===== config.mk =====
export PLATFORM = sky130hd
export DESIGN_NAME = prom_read_arbiter_flat
export DESIGN_NICKNAME = d
export VERILOG_FILES = /design/src/rtl/prom_read_arbiter_if.sv /design/src/rtl/prom_read_arbiter.sv /design/src/flat_wrapper.sv
export SDC_FILE = /design/constraint.sdc
export NUM_CORES = 1
export LEC_CHECK = 0
export ABC_AREA = 1
export BUFFER_PORTS_ARGS = -buffer_cell sky130_fd_sc_hd__buf_2
export CAP_MARGIN = 20
export CORE_ASPECT_RATIO = 1.75
export CORE_UTILIZATION = 40
export DETAILED_ROUTE_END_ITERATION = 10
export PLACE_DENSITY = 0.78
export SYNTH_ARGS = -nofsm -noshare
export SYNTH_HDL_FRONTEND = slang
export SYNTH_SLANG_ARGS = --single-unit

===== constraint.sdc =====
create_clock -name Clk0 -period 5 [get_ports Clk0]
set_input_delay 0.75 -clock Clk0 [delete_from_list [all_inputs] [get_ports Clk0]]
set_output_delay 0.75 -clock Clk0 [all_outputs]
set_load 0.02 [all_outputs]

===== src/rtl/prom_read_arbiter_if.sv =====
// Requester and PROM port-A signal bundle for prom_read_arbiter.
// slave = arbiter side, master = requester/PROM side.
interface prom_read_arbiter_if #(
   parameter int unsigned ADDR_WIDTH = 8,
   parameter int unsigned DATA_WIDTH = 36
);
   logic                  Req0;
   logic                  Req1;
   logic [ADDR_WIDTH-1:0] Addr0;
   logic [ADDR_WIDTH-1:0] Addr1;
   logic [7:0]            Len0;
   logic [7:0]            Len1;
   logic                  Gnt0;
   logic                  Gnt1;
   logic                  RdValid0;
   logic                  RdValid1;
   logic [DATA_WIDTH-1:0] RdData;
   logic                  Done0;
   logic                  Done1;
   logic                  PromClkEn;
   logic                  PromWeRen;
   logic [ADDR_WIDTH-1:0] PromAddress;
   logic [DATA_WIDTH-1:0] PromDataOut;

   modport slave (
      input  Req0, Req1, Addr0, Addr1, Len0, Len1, PromDataOut,
      output Gnt0, Gnt1, RdValid0, RdValid1, RdData, Done0, Done1,
             PromClkEn, PromWeRen, PromAddress
   );

   modport master (
      output Req0, Req1, Addr0, Addr1, Len0, Len1, PromDataOut,
      input  Gnt0, Gnt1, RdValid0, RdValid1, RdData, Done0, Done1,
             PromClkEn, PromWeRen, PromAddress
   );
endinterface


===== src/rtl/prom_read_arbiter.sv =====
// Round-robin burst arbiter sharing the PROM read port between two requesters.
// Define PROM_ARB_OUTREG_EN to add one output register stage on RdData/RdValid/Done.
module prom_read_arbiter #(
   parameter int unsigned ADDR_WIDTH = 8,
   parameter int unsigned DATA_WIDTH = 36
) (
   input  logic                 Clk0,
   input  logic                 AsyncReset0,
   input  logic                 ClkEn0,
   prom_read_arbiter_if.slave   bus
);

   typedef enum logic {
      IDLE  = 1'b0,
      BURST = 1'b1
   } state_e;

   state_e                state_q;
   logic                  ptr_q;
   logic                  owner_q;
   logic [ADDR_WIDTH-1:0] cursor_q;
   logic [7:0]            remaining_q;
   logic                  gnt0_q;
   logic                  gnt1_q;

   logic                  p_vld_q;
   logic                  p_tag_q;
   logic                  p_last_q;

   logic                  rd_valid0_q;
   logic                  rd_valid1_q;
   logic                  done0_q;
   logic                  done1_q;
   logic [DATA_WIDTH-1:0] rd_data_q;

   logic                  winner;
   logic                  any_req;
   logic                  src_vld;
   logic                  src_tag;
   logic                  src_last;
   logic [DATA_WIDTH-1:0] src_data;

   assign any_req = bus.Req0 | bus.Req1;
   // Pointed-to requester wins if requesting, otherwise the other one.
   assign winner  = ptr_q ? bus.Req1 : ~bus.Req0;

   // Arbitration and burst sequencing; Req is only looked at in IDLE.
   // NOTE: sequential state uses non-blocking assignments so every register
   // samples pre-edge values regardless of statement order.
   always_ff @(posedge Clk0 or posedge AsyncReset0) begin
      if (AsyncReset0) begin
         state_q     <= IDLE;
         ptr_q       <= 1'b0;
         owner_q     <= 1'b0;
         cursor_q    <= '0;
         remaining_q <= '0;
         gnt0_q      <= 1'b0;
         gnt1_q      <= 1'b0;
      end else if (ClkEn0) begin
         case (state_q)
            IDLE: begin
               if (any_req) begin
                  owner_q     <= winner;
                  ptr_q       <= ~winner;
                  cursor_q    <= winner ? bus.Addr1 : bus.Addr0;
                  remaining_q <= winner ? bus.Len1 : bus.Len0;
                  gnt0_q      <= ~winner;
                  gnt1_q      <= winner;
                  state_q     <= BURST;
               end
            end
            BURST: begin
               cursor_q <= cursor_q + ADDR_WIDTH'(1);
               if (remaining_q == 8'd0) begin
                  state_q <= IDLE;
                  gnt0_q  <= 1'b0;
                  gnt1_q  <= 1'b0;
               end else begin
                  remaining_q <= remaining_q - 8'd1;
               end
            end
            default: state_q <= IDLE;
         endcase
      end
   end

   // Tracks each issue so its data returns to the right requester.
   always_ff @(posedge Clk0 or posedge AsyncReset0) begin
      if (AsyncReset0) begin
         p_vld_q  <= 1'b0;
         p_tag_q  <= 1'b0;
         p_last_q <= 1'b0;
      end else if (ClkEn0) begin
         p_vld_q  <= (state_q == BURST);
         p_tag_q  <= owner_q;
         p_last_q <= (remaining_q == 8'd0);
      end
   end

`ifdef PROM_ARB_OUTREG_EN
   logic                  s_vld_q;
   logic                  s_tag_q;
   logic                  s_last_q;
   logic [DATA_WIDTH-1:0] s_data_q;

   always_ff @(posedge Clk0 or posedge AsyncReset0) begin
      if (AsyncReset0) begin
         s_vld_q  <= 1'b0;
         s_tag_q  <= 1'b0;
         s_last_q <= 1'b0;
         s_data_q <= '0;
      end else if (ClkEn0) begin
         s_vld_q  <= p_vld_q;
         s_tag_q  <= p_tag_q;
         s_last_q <= p_last_q;
         if (p_vld_q) begin
            s_data_q <= bus.PromDataOut;
         end
      end
   end

   assign src_vld  = s_vld_q;
   assign src_tag  = s_tag_q;
   assign src_last = s_last_q;
   assign src_data = s_data_q;
`else
   assign src_vld  = p_vld_q;
   assign src_tag  = p_tag_q;
   assign src_last = p_last_q;
   assign src_data = bus.PromDataOut;
`endif

   // Valid/Done clear while stalled so a pulse never stretches; the upstream
   // stage holds its entry, so nothing is lost or repeated on resume.
   always_ff @(posedge Clk0 or posedge AsyncReset0) begin
      if (AsyncReset0) begin
         rd_valid0_q <= 1'b0;
         rd_valid1_q <= 1'b0;
         done0_q     <= 1'b0;
         done1_q     <= 1'b0;
         rd_data_q   <= '0;
      end else begin
         rd_valid0_q <= ClkEn0 & src_vld & ~src_tag;
         rd_valid1_q <= ClkEn0 & src_vld &  src_tag;
         done0_q     <= ClkEn0 & src_vld & src_last & ~src_tag;
         done1_q     <= ClkEn0 & src_vld & src_last &  src_tag;
         if (ClkEn0 && src_vld) begin
            rd_data_q <= src_data;
         end
      end
   end

   assign bus.Gnt0        = gnt0_q;
   assign bus.Gnt1        = gnt1_q;
   assign bus.RdValid0    = rd_valid0_q;
   assign bus.RdValid1    = rd_valid1_q;
   assign bus.Done0       = done0_q;
   assign bus.Done1       = done1_q;
   assign bus.RdData      = rd_data_q;
   assign bus.PromClkEn   = ClkEn0 & (state_q == BURST);
   assign bus.PromWeRen   = 1'b0;
   assign bus.PromAddress = cursor_q;

endmodule


===== src/flat_wrapper.sv =====
// flat-port wrapper written by rule: the top's interface ports become plain ports
module prom_read_arbiter_flat 
#(
   parameter int unsigned ADDR_WIDTH = 8,
   parameter int unsigned DATA_WIDTH = 36
)
  (Clk0, AsyncReset0, ClkEn0, bus_Req0, bus_Req1, bus_Addr0, bus_Addr1, bus_Len0, bus_Len1, bus_PromDataOut, bus_Gnt0, bus_Gnt1, bus_RdValid0, bus_RdValid1, bus_RdData, bus_Done0, bus_Done1, bus_PromClkEn, bus_PromWeRen, bus_PromAddress);
  prom_read_arbiter_if #(.ADDR_WIDTH(ADDR_WIDTH), .DATA_WIDTH(DATA_WIDTH)) bus_i ();
  input  logic Clk0;
  input  logic AsyncReset0;
  input  logic ClkEn0;
  input wire logic [$bits(bus_i.Req0)-1:0] bus_Req0;
  input wire logic [$bits(bus_i.Req1)-1:0] bus_Req1;
  input wire logic [$bits(bus_i.Addr0)-1:0] bus_Addr0;
  input wire logic [$bits(bus_i.Addr1)-1:0] bus_Addr1;
  input wire logic [$bits(bus_i.Len0)-1:0] bus_Len0;
  input wire logic [$bits(bus_i.Len1)-1:0] bus_Len1;
  input wire logic [$bits(bus_i.PromDataOut)-1:0] bus_PromDataOut;
  output wire logic [$bits(bus_i.Gnt0)-1:0] bus_Gnt0;
  output wire logic [$bits(bus_i.Gnt1)-1:0] bus_Gnt1;
  output wire logic [$bits(bus_i.RdValid0)-1:0] bus_RdValid0;
  output wire logic [$bits(bus_i.RdValid1)-1:0] bus_RdValid1;
  output wire logic [$bits(bus_i.RdData)-1:0] bus_RdData;
  output wire logic [$bits(bus_i.Done0)-1:0] bus_Done0;
  output wire logic [$bits(bus_i.Done1)-1:0] bus_Done1;
  output wire logic [$bits(bus_i.PromClkEn)-1:0] bus_PromClkEn;
  output wire logic [$bits(bus_i.PromWeRen)-1:0] bus_PromWeRen;
  output wire logic [$bits(bus_i.PromAddress)-1:0] bus_PromAddress;
  assign bus_i.Req0 = bus_Req0;
  assign bus_i.Req1 = bus_Req1;
  assign bus_i.Addr0 = bus_Addr0;
  assign bus_i.Addr1 = bus_Addr1;
  assign bus_i.Len0 = bus_Len0;
  assign bus_i.Len1 = bus_Len1;
  assign bus_i.PromDataOut = bus_PromDataOut;
  assign bus_Gnt0 = bus_i.Gnt0;
  assign bus_Gnt1 = bus_i.Gnt1;
  assign bus_RdValid0 = bus_i.RdValid0;
  assign bus_RdValid1 = bus_i.RdValid1;
  assign bus_RdData = bus_i.RdData;
  assign bus_Done0 = bus_i.Done0;
  assign bus_Done1 = bus_i.Done1;
  assign bus_PromClkEn = bus_i.PromClkEn;
  assign bus_PromWeRen = bus_i.PromWeRen;
  assign bus_PromAddress = bus_i.PromAddress;
  prom_read_arbiter #(.ADDR_WIDTH(ADDR_WIDTH), .DATA_WIDTH(DATA_WIDTH)) u_core (.Clk0(Clk0), .AsyncReset0(AsyncReset0), .ClkEn0(ClkEn0), .bus(bus_i));
endmodule

# --- After elaboration in Yosys (flattened, before gate mapping) ---
# Cells that the tools add are included.
totals:
  regBits: 64
  in_bits: 73
  output_inout_bits: 52
  wordCells: 54
op_classes:
  add_sub_neg: 2
  n_eq_ne: 3
  mux: 16
  n_bitwise: 12
  reduce_logical: 6
op_table:
  columns: ["operator", "n"]
  rows:
  - ["$mux 8", 5]
  - ["$pmux 8 s2", 2]
  - ["$reduce_and 3->1", 3]
  - ["$add 8x1->8 const B", 1]
  - ["$logic_not 8->1", 1]
  - ["$sub 8x1->8 const B", 1]
  - ["$and 1x1->1", 7]
  - ["$mux 1", 6]
  - ["$pmux 1 s2", 3]
  - ["$ne 2x2->1 const B", 2]
  - ["$not 1->1", 4]
  - ["$ne 2x1->1 const B", 1]
  - ["$reduce_and 2->1", 1]
  - ["$logic_and 1x1->1", 1]
  - ["$or 1x1->1", 1]

# --- Longest topological paths before layout ---
# Gate-level depths: netlist (run 1).
depth:
  word_depth: 5
  depth_mapped: 10
  depth_no_buf: 10

# --- Worst setup path after synthesis (run 1) ---
# Ideal clock, no wire load.
synth_path:
  path_kind: "input port to output port"
  from: "in ClkEn0"
  to: "out bus_PromClkEn"
  arrival_ps: 1160
  required_ps: 4250
  setup_slack_ps: 3090
  cell_stages: 3
  n_path_buf: 1
  path_cell_list: "buf_4 > nand2_1 > inv_1"
synth_between:
  elab_chain_len: 1
synth_lines:
  columns: ["element", "line", "rtl"]
  rows:
  - ["start: declaration", "flat_wrapper.sv:11", "input logic ClkEn0;"]
  - ["$and 1x1->1", "prom_read_arbiter.sv:160", "assign bus.PromClkEn = ClkEn0 & (state_q == BURST);"]
  - ["end: declaration", "flat_wrapper.sv:26", "output wire logic [$bits(bus_i.PromClkEn)-1:0] bus_PromClkEn;"]
# Every way passes these cells.

# --- Final worst setup path (run 1) ---
layout_path:
  from: "reg u_core.state_q"
  to: "out bus_PromClkEn"
layout_between:
  elab_chain_len: 1
layout_lines:
  columns: ["element", "line", "rtl"]
  rows:
  - ["start: declaration", "prom_read_arbiter.sv:18", "state_e state_q;"]
  - ["start signal: assignment", "prom_read_arbiter.sv:52", "state_q <= IDLE;"]
  - ["start signal: assignment", "prom_read_arbiter.sv:69", "state_q <= BURST;"]
  - ["start signal: assignment", "prom_read_arbiter.sv:75", "state_q <= IDLE;"]
  - ["$and 1x1->1", "prom_read_arbiter.sv:160", null]
# Every way passes these cells.

==> results.tsv, run 1 <==
metric	value	unit
netlist_instances	329	
timing.fmax	418	MHz
arrival	1.64	ns
setup_viol	0	
status	finished, final reports clean	
die_w	68.3	µm
critical_path.cell_chain	nand2_1 > inv_1 > buf_2	
final_max_slew_viol_count	0	
drv_cap	0	
worstPathRequired	4.25	ns
period_minus_slack	2.39	ns
area_delta_synth_final	31.1	%
antenna_found_initial	0	
irDropWorstVdd	0.225	mV
postCtsResizedCells	0	
worst_hold_path_type	flop to flop	
drc_errors	0	
ys_seq_area_frac	0.520	
cts_hold_repair.buffers	0	
placedCellCount	529	
fp.dieH	118	µm
cts.sinks	64	
track_usage	0.180	
worst-path-max-fanout	18	
cts-root-buf	clkbuf_16	
final_cell_count_no_fill	545	
place_hpwl	4.98	mm
row_count	42	
htree_levels	3	
worstRegToRegCells	7	
core_area	7510	µm²
reg2reg_slack	3.13	ns
cp-end-kind	output pin	
cts_tree	yes	
wire_per_inst	12.2	µm
syn_area_per_cell	9.36	µm²
cts-buffers-inserted	9	
wirelength	6.65	mm
grt_setup_unrepaired	false	
vias	2676	
drt_iter0_drc	137	
fin_nets	527	
clk_latency	0.32	ns
port_buffers	123	
criticalPathCategory	flop to output pin	
slowest_delay	0.77	ns
ys_ff_latch	64	
yosysWarnings	0	
num_antenna_cells	0	
worst_path_max_delay_cell	dfrtp_1	
grt_pass1_vias	2535	
worstSetupEndpoint	bus_PromClkEn	
worst_slew_pin_slew	0.807	ns
syn_nets	404	
slew_headroom	0.462	
overflow	0	
syn_area	3080	µm²
clock_skew	0.00457	ns
pin_count	125	
start_kind	flop	
reg2reg_from	u_core.state_q$_DFFE_PP0P_	
start_util	0.410	
drtAntennaViolNets	0	
firstDrtPassIters	4	
period_share	0.479	
vias_per_cell	4.91	
grt_max_degree	65	
setup-tns-final	0	ns
final_cell_mix	buf_2, nand2_1, dfrtp_1	
clkTransAtPathRegs	0.05	ns
grt_pass1_wl	10.9	mm
post_cts_buffers	0	
ys_types	27	
powerDensity	535	nW/µm²
dieArea	8070	µm²
p_leak	2.11	nW
ctsLongestPathBuffers	2	
hold_viol_final	0	
mostFrequentLayoutCell	buf_2	
crit_start	u_core.state_q$_DFFE_PP0P_	
drive_above_1_share	0.420	
r2r_end	u_core.remaining_q[5]$_DFFE_PP0P_	
gp_congestion	0.888	
[stage by stage]
step	total power, W	util	instance area [µm²]	setup WS, ns	hold slack (ns)
4_1_cts	0.00219	0.537	4040	2.61	0.450
3_3_place_gp	0.00153	0.497	3740	2.88	0.444
2_1_floorplan	0.00133	-	3080	2.65	0.427
5_1_grt	0.00232	0.537	4040	2.49	0.464
3_5_place_dp	0.00156	0.497	3740	2.89	0.440
6_report	0.00216	0.537	4040	2.61	0.449
[flip-flops by register name, indices dropped and copies added, names as in the netlist]
signal                  count
u_core.bus.PromAddress      8
u_core.bus.Gnt1             1
u_core.p_vld_q              1
u_core.remaining_q          8
u_core.state_q              1
u_core.p_last_q             1
u_core.bus.Gnt0             1
u_core.bus.Done0            1
u_core.bus.RdData          36
u_core.bus.RdValid0         1
u_core.bus.RdValid1         1
u_core.owner_q              1
u_core.p_tag_q              1
u_core.bus.Done1            1
u_core.ptr_q                1
[cell families (layout without fill, tap and decap cells)]
logic type / after synthesis / after routing / synth area share
adder cells (fa/ha/maj): 2 / 2 / 0.00813
buffers and inverters: 41 / 169 / 0.0610
other: 1 / 1 / 0.00122
XOR/XNOR: 2 / 2 / 0.00569
multiplexers: 36 / 36 / 0.132
AND/OR/NAND/NOR: 155 / 155 / 0.219
AO/OA/AOI/OAI: 28 / 28 / 0.0532
flip-flops: 64 / 64 / 0.520
[synthesized netlist by cell type]
library cell / count / share of area
clkbuf_1: 1 / 0.0012
nor2_1: 28 / 0.034
or2_2: 1 / 0.0020
buf_2: 6 / 0.0098
nor3_1: 3 / 0.0049
inv_1: 23 / 0.028
nand2_4: 2 / 0.0073
buf_4: 5 / 0.012
nand2_1: 80 / 0.098
xnor2_1: 1 / 0.0028
nand3_1: 33 / 0.054
xor2_1: 1 / 0.0028
ha_1: 2 / 0.0081
nor2_4: 2 / 0.0073
mux2_2: 36 / 0.13
o21bai_1: 2 / 0.0049
nand4_1: 3 / 0.0061
conb_1: 1 / 0.0012
o21ai_0: 11 / 0.018
dfrtp_1: 64 / 0.52
buf_6: 1 / 0.0037
o211ai_1: 2 / 0.0049
a21oi_1: 8 / 0.013
inv_2: 5 / 0.0061
o21ai_2: 3 / 0.0085
a31oi_1: 2 / 0.0041
nand2_2: 3 / 0.0061
[per-layer routing]
metal  wire, µm  track usage
met2       3530        0.312
met3        354       0.0494
met5          0            0
met1       2640        0.185
met4        131       0.0938
[how the worst min path moves through the flow]
stage | from | endpoint | cells past startpoint
3_5_place_dp | u_core.p_tag_q$_DFFE_PP0P_ | u_core.bus.RdValid0$_DFF_PP0_ | 1
4_1_cts | u_core.p_tag_q$_DFFE_PP0P_ | u_core.bus.RdValid0$_DFF_PP0_ | 1
6_report | u_core.p_tag_q$_DFFE_PP0P_ | u_core.bus.RdValid0$_DFF_PP0_ | 1
2_1_floorplan | u_core.p_tag_q$_DFFE_PP0P_ | u_core.bus.RdValid0$_DFF_PP0_ | 1
5_1_grt | u_core.p_tag_q$_DFFE_PP0P_ | u_core.bus.RdValid0$_DFF_PP0_ | 1
3_3_place_gp | u_core.p_tag_q$_DFFE_PP0P_ | u_core.bus.RdValid0$_DFF_PP0_ | 1
[worst max-delay path, delay by kind of cell, from the launching register on]
kind	cells	cell delay, ns
DFF	1	0.77
and+or+nand+nor	1	0.25
buffers and inverters	2	0.30
[cell type report]
class | instances | area [µm²]
timing repair buffer | 125 | 631
inverter | 28 | 105
tap | 88 | 110
sequential | 64 | 1600
fill | 701 | 3480
clock inverter | 3 | 40.0
clock buffer | 13 | 260
multi-input combinational | 224 | 1290
[report_power, final]
group / internal, W / switching (W)
Sequential: 0.000671 / 0.000107
Clock: 0.000411 / 0.000205
Combinational: 0.000292 / 0.000472
Power figures use the tool's default switching activity.
==> run 2: changes to the inputs <==
Clock period 5 ns to 2.43 ns, I/O delays scaled along.
==> run 2 against run 1 <==
Net effect: count of clock-buffer cells in the layout is 1 higher; largest power group unchanged; die area stayed put; sequential power is 110% higher; wire length is 3.4% higher; combinational power is 110% higher; setup slack worse by 2.2 ns; critical endpoint unchanged; global-route usage is 0.90 points higher; sequential cell count stayed put; utilization hardly changed; worst hold slack worse by 0.33 ns; first-iteration DRC count is 8.0% lower; final cell count stayed put.
==> results.tsv, run 2 (synthesized netlist as in run 1, its figures left out) <==
metric	value	unit	change
drv_cap	0		unchanged
cts-root-buf	clkbuf_16		
critical_path.cell_chain	nand2_1 > inv_1 > buf_2		
start_util	0.410		unchanged
wirelength	6.88	mm	+3.4%
firstDrtPassIters	4		unchanged
vias	2705		+1.1%
dp_slack	0.611	ns	-2.28 ns
cts_hold_repair.buffers	0		unchanged
clkTransAtPathRegs	0.05	ns	about the same
core_area	7510	µm²	unchanged
dieArea	8070	µm²	unchanged
die_w	68.3	µm	unchanged
arrival	1.64	ns	about the same
place_hpwl	5.22	mm	+4.8%
grt_max_degree	65		unchanged
drive_above_1_share	0.420		unchanged
post-route-util	0.537		about the same
post_cts_buffers	0		unchanged
powerDensity	1080	nW/µm²	+100%
setup_slack	0.429	ns	-2.18 ns
setup-tns-final	0	ns	unchanged
start_kind	flop		
drtAntennaViolNets	0		unchanged
drc_errors	0		unchanged
overflow	0		unchanged
irDropWorstVdd	0.480	mV	+110%
track_usage	0.189		+0.00904
status	finished, final reports clean		
design_area	4040	µm²	about the same
cp-end-kind	output pin		
fin_nets	527		unchanged
place_area	3750	µm²	+0.33%
worst-path-max-fanout	18		unchanged
slew_headroom	0.582		+0.120
period_share	0.823		
worst_path_max_delay_cell	dfrtp_1		
cts_tree	yes		
whs	0.115	ns	-0.333 ns
slowest_delay	0.74	ns	-0.03 ns
timing.fmax	500	MHz	
drt_iter0_drc	126		-8.0%
grt_setup_unrepaired	false		
ctsLongestPathBuffers	2		unchanged
largest_reg_flops	36		unchanged
reg2reg_slack	0.62	ns	-2.51 ns
wire_per_inst	12.6	µm	+3.4%
gp_congestion	0.837		-5.7%
port_buffers	123		unchanged
final_cell_mix	buf_2, nand2_1, dfrtp_1		
hold_viol_final	0		unchanged
period_minus_slack	2.00	ns	
grt_pass1_vias	2690		+6.1%
antenna_found_initial	0		unchanged
setup_viol	0		unchanged
worstPathRequired	2.07	ns	-2.18 ns
grt_pass1_wl	11.4	mm	+5.2%
nFillCells	707		+0.86%
cts-buffers-inserted	9		unchanged
p_leak	2.10	nW	-0.29%
cts.sinks	64		unchanged
postCtsResizedCells	0		unchanged
final_max_slew_viol_count	0		unchanged
num_antenna_cells	0		unchanged
mostFrequentLayoutCell	buf_2		
clock_skew	0.00518	ns	+0.000616 ns
area_delta_synth_final	31.1	%	about the same
clk_latency	0.32	ns	about the same
vias_per_cell	4.96		+1.1%
htree_levels	3		unchanged
worst_slew_pin_slew	0.627	ns	-0.180 ns
row_count	42		unchanged
worst_hold_path_type	input port to asynchronous set/reset pin		
fp.dieH	118	µm	unchanged
criticalPathCategory	flop to output pin		
pin_count	125		unchanged
==> run 2: cell types whose count changed in the layout (fill, tap and decap cells not counted), sizes merged <==
cell      previous run  this run
clkinv               2         1
clkbuf              13        14
bufinv               1         0
clkinvlp             0         1
==> run 2: routing by layer <==
layer	vias up	track usage	part of all wire
li1	1321	-	-
met5	-	0	0
met1	1242	0.194	0.37
met2	121	0.333	0.53
met4	0	0.104	0.033
met3	21	0.0388	0.061
==> run 2: report_power, final <==
part           switching, W  internal (W)
Clock              0.000421      0.000771
Combinational      0.000982      0.000604
Sequential         0.000219       0.00138
Total               0.00162       0.00276
==> run 2: metrics by stage <==
step                      total power (W)  std cells
after floorplan                   0.00273        329
after global placement            0.00318        529
after detailed placement          0.00322        529
after CTS                         0.00444        545
after global routing              0.00471        545
final                             0.00438        545
==> run 2: path summary, 6_finish.rpt <==
check	start	to	cells after the start
max reg2reg	u_core.state_q$_DFFE_PP0P_	u_core.remaining_q[6]$_DFFE_PP0P_	7
max	u_core.state_q$_DFFE_PP0P_	bus_PromClkEn	3
min reg2reg	u_core.p_tag_q$_DFFE_PP0P_	u_core.bus.RdValid0$_DFF_PP0_	1
min	AsyncReset0	u_core.p_last_q$_DFFE_PP0P_	3
max in group asynchronous	AsyncReset0	u_core.bus.RdData[18]$_DFFE_PP0N_	3
min in group Clk0	bus_PromDataOut[23]	u_core.bus.RdData[23]$_DFFE_PP0N_	2
==> run 2: cell type report <==
| type | count | area (µm²) | area share |
|---|---|---|---|
| inverters | 28 | 105 | 0.0260 |
| multi-input cells | 224 | 1290 | 0.320 |
| clock inverters | 2 | 12.5 | 0.00310 |
| flip-flops and latches | 64 | 1600 | 0.397 |
| clock buffers | 14 | 274 | 0.0679 |
| repair buffers | 125 | 643 | 0.159 |
| well taps | 88 | 110 | 0.0273 |
==> run 2: worst max-delay path: cells and delay by family, from the launching register on <==
family	cells	cell delay [ns]
simple gates	1	0.26
flops	1	0.74
buf+inv	2	0.32
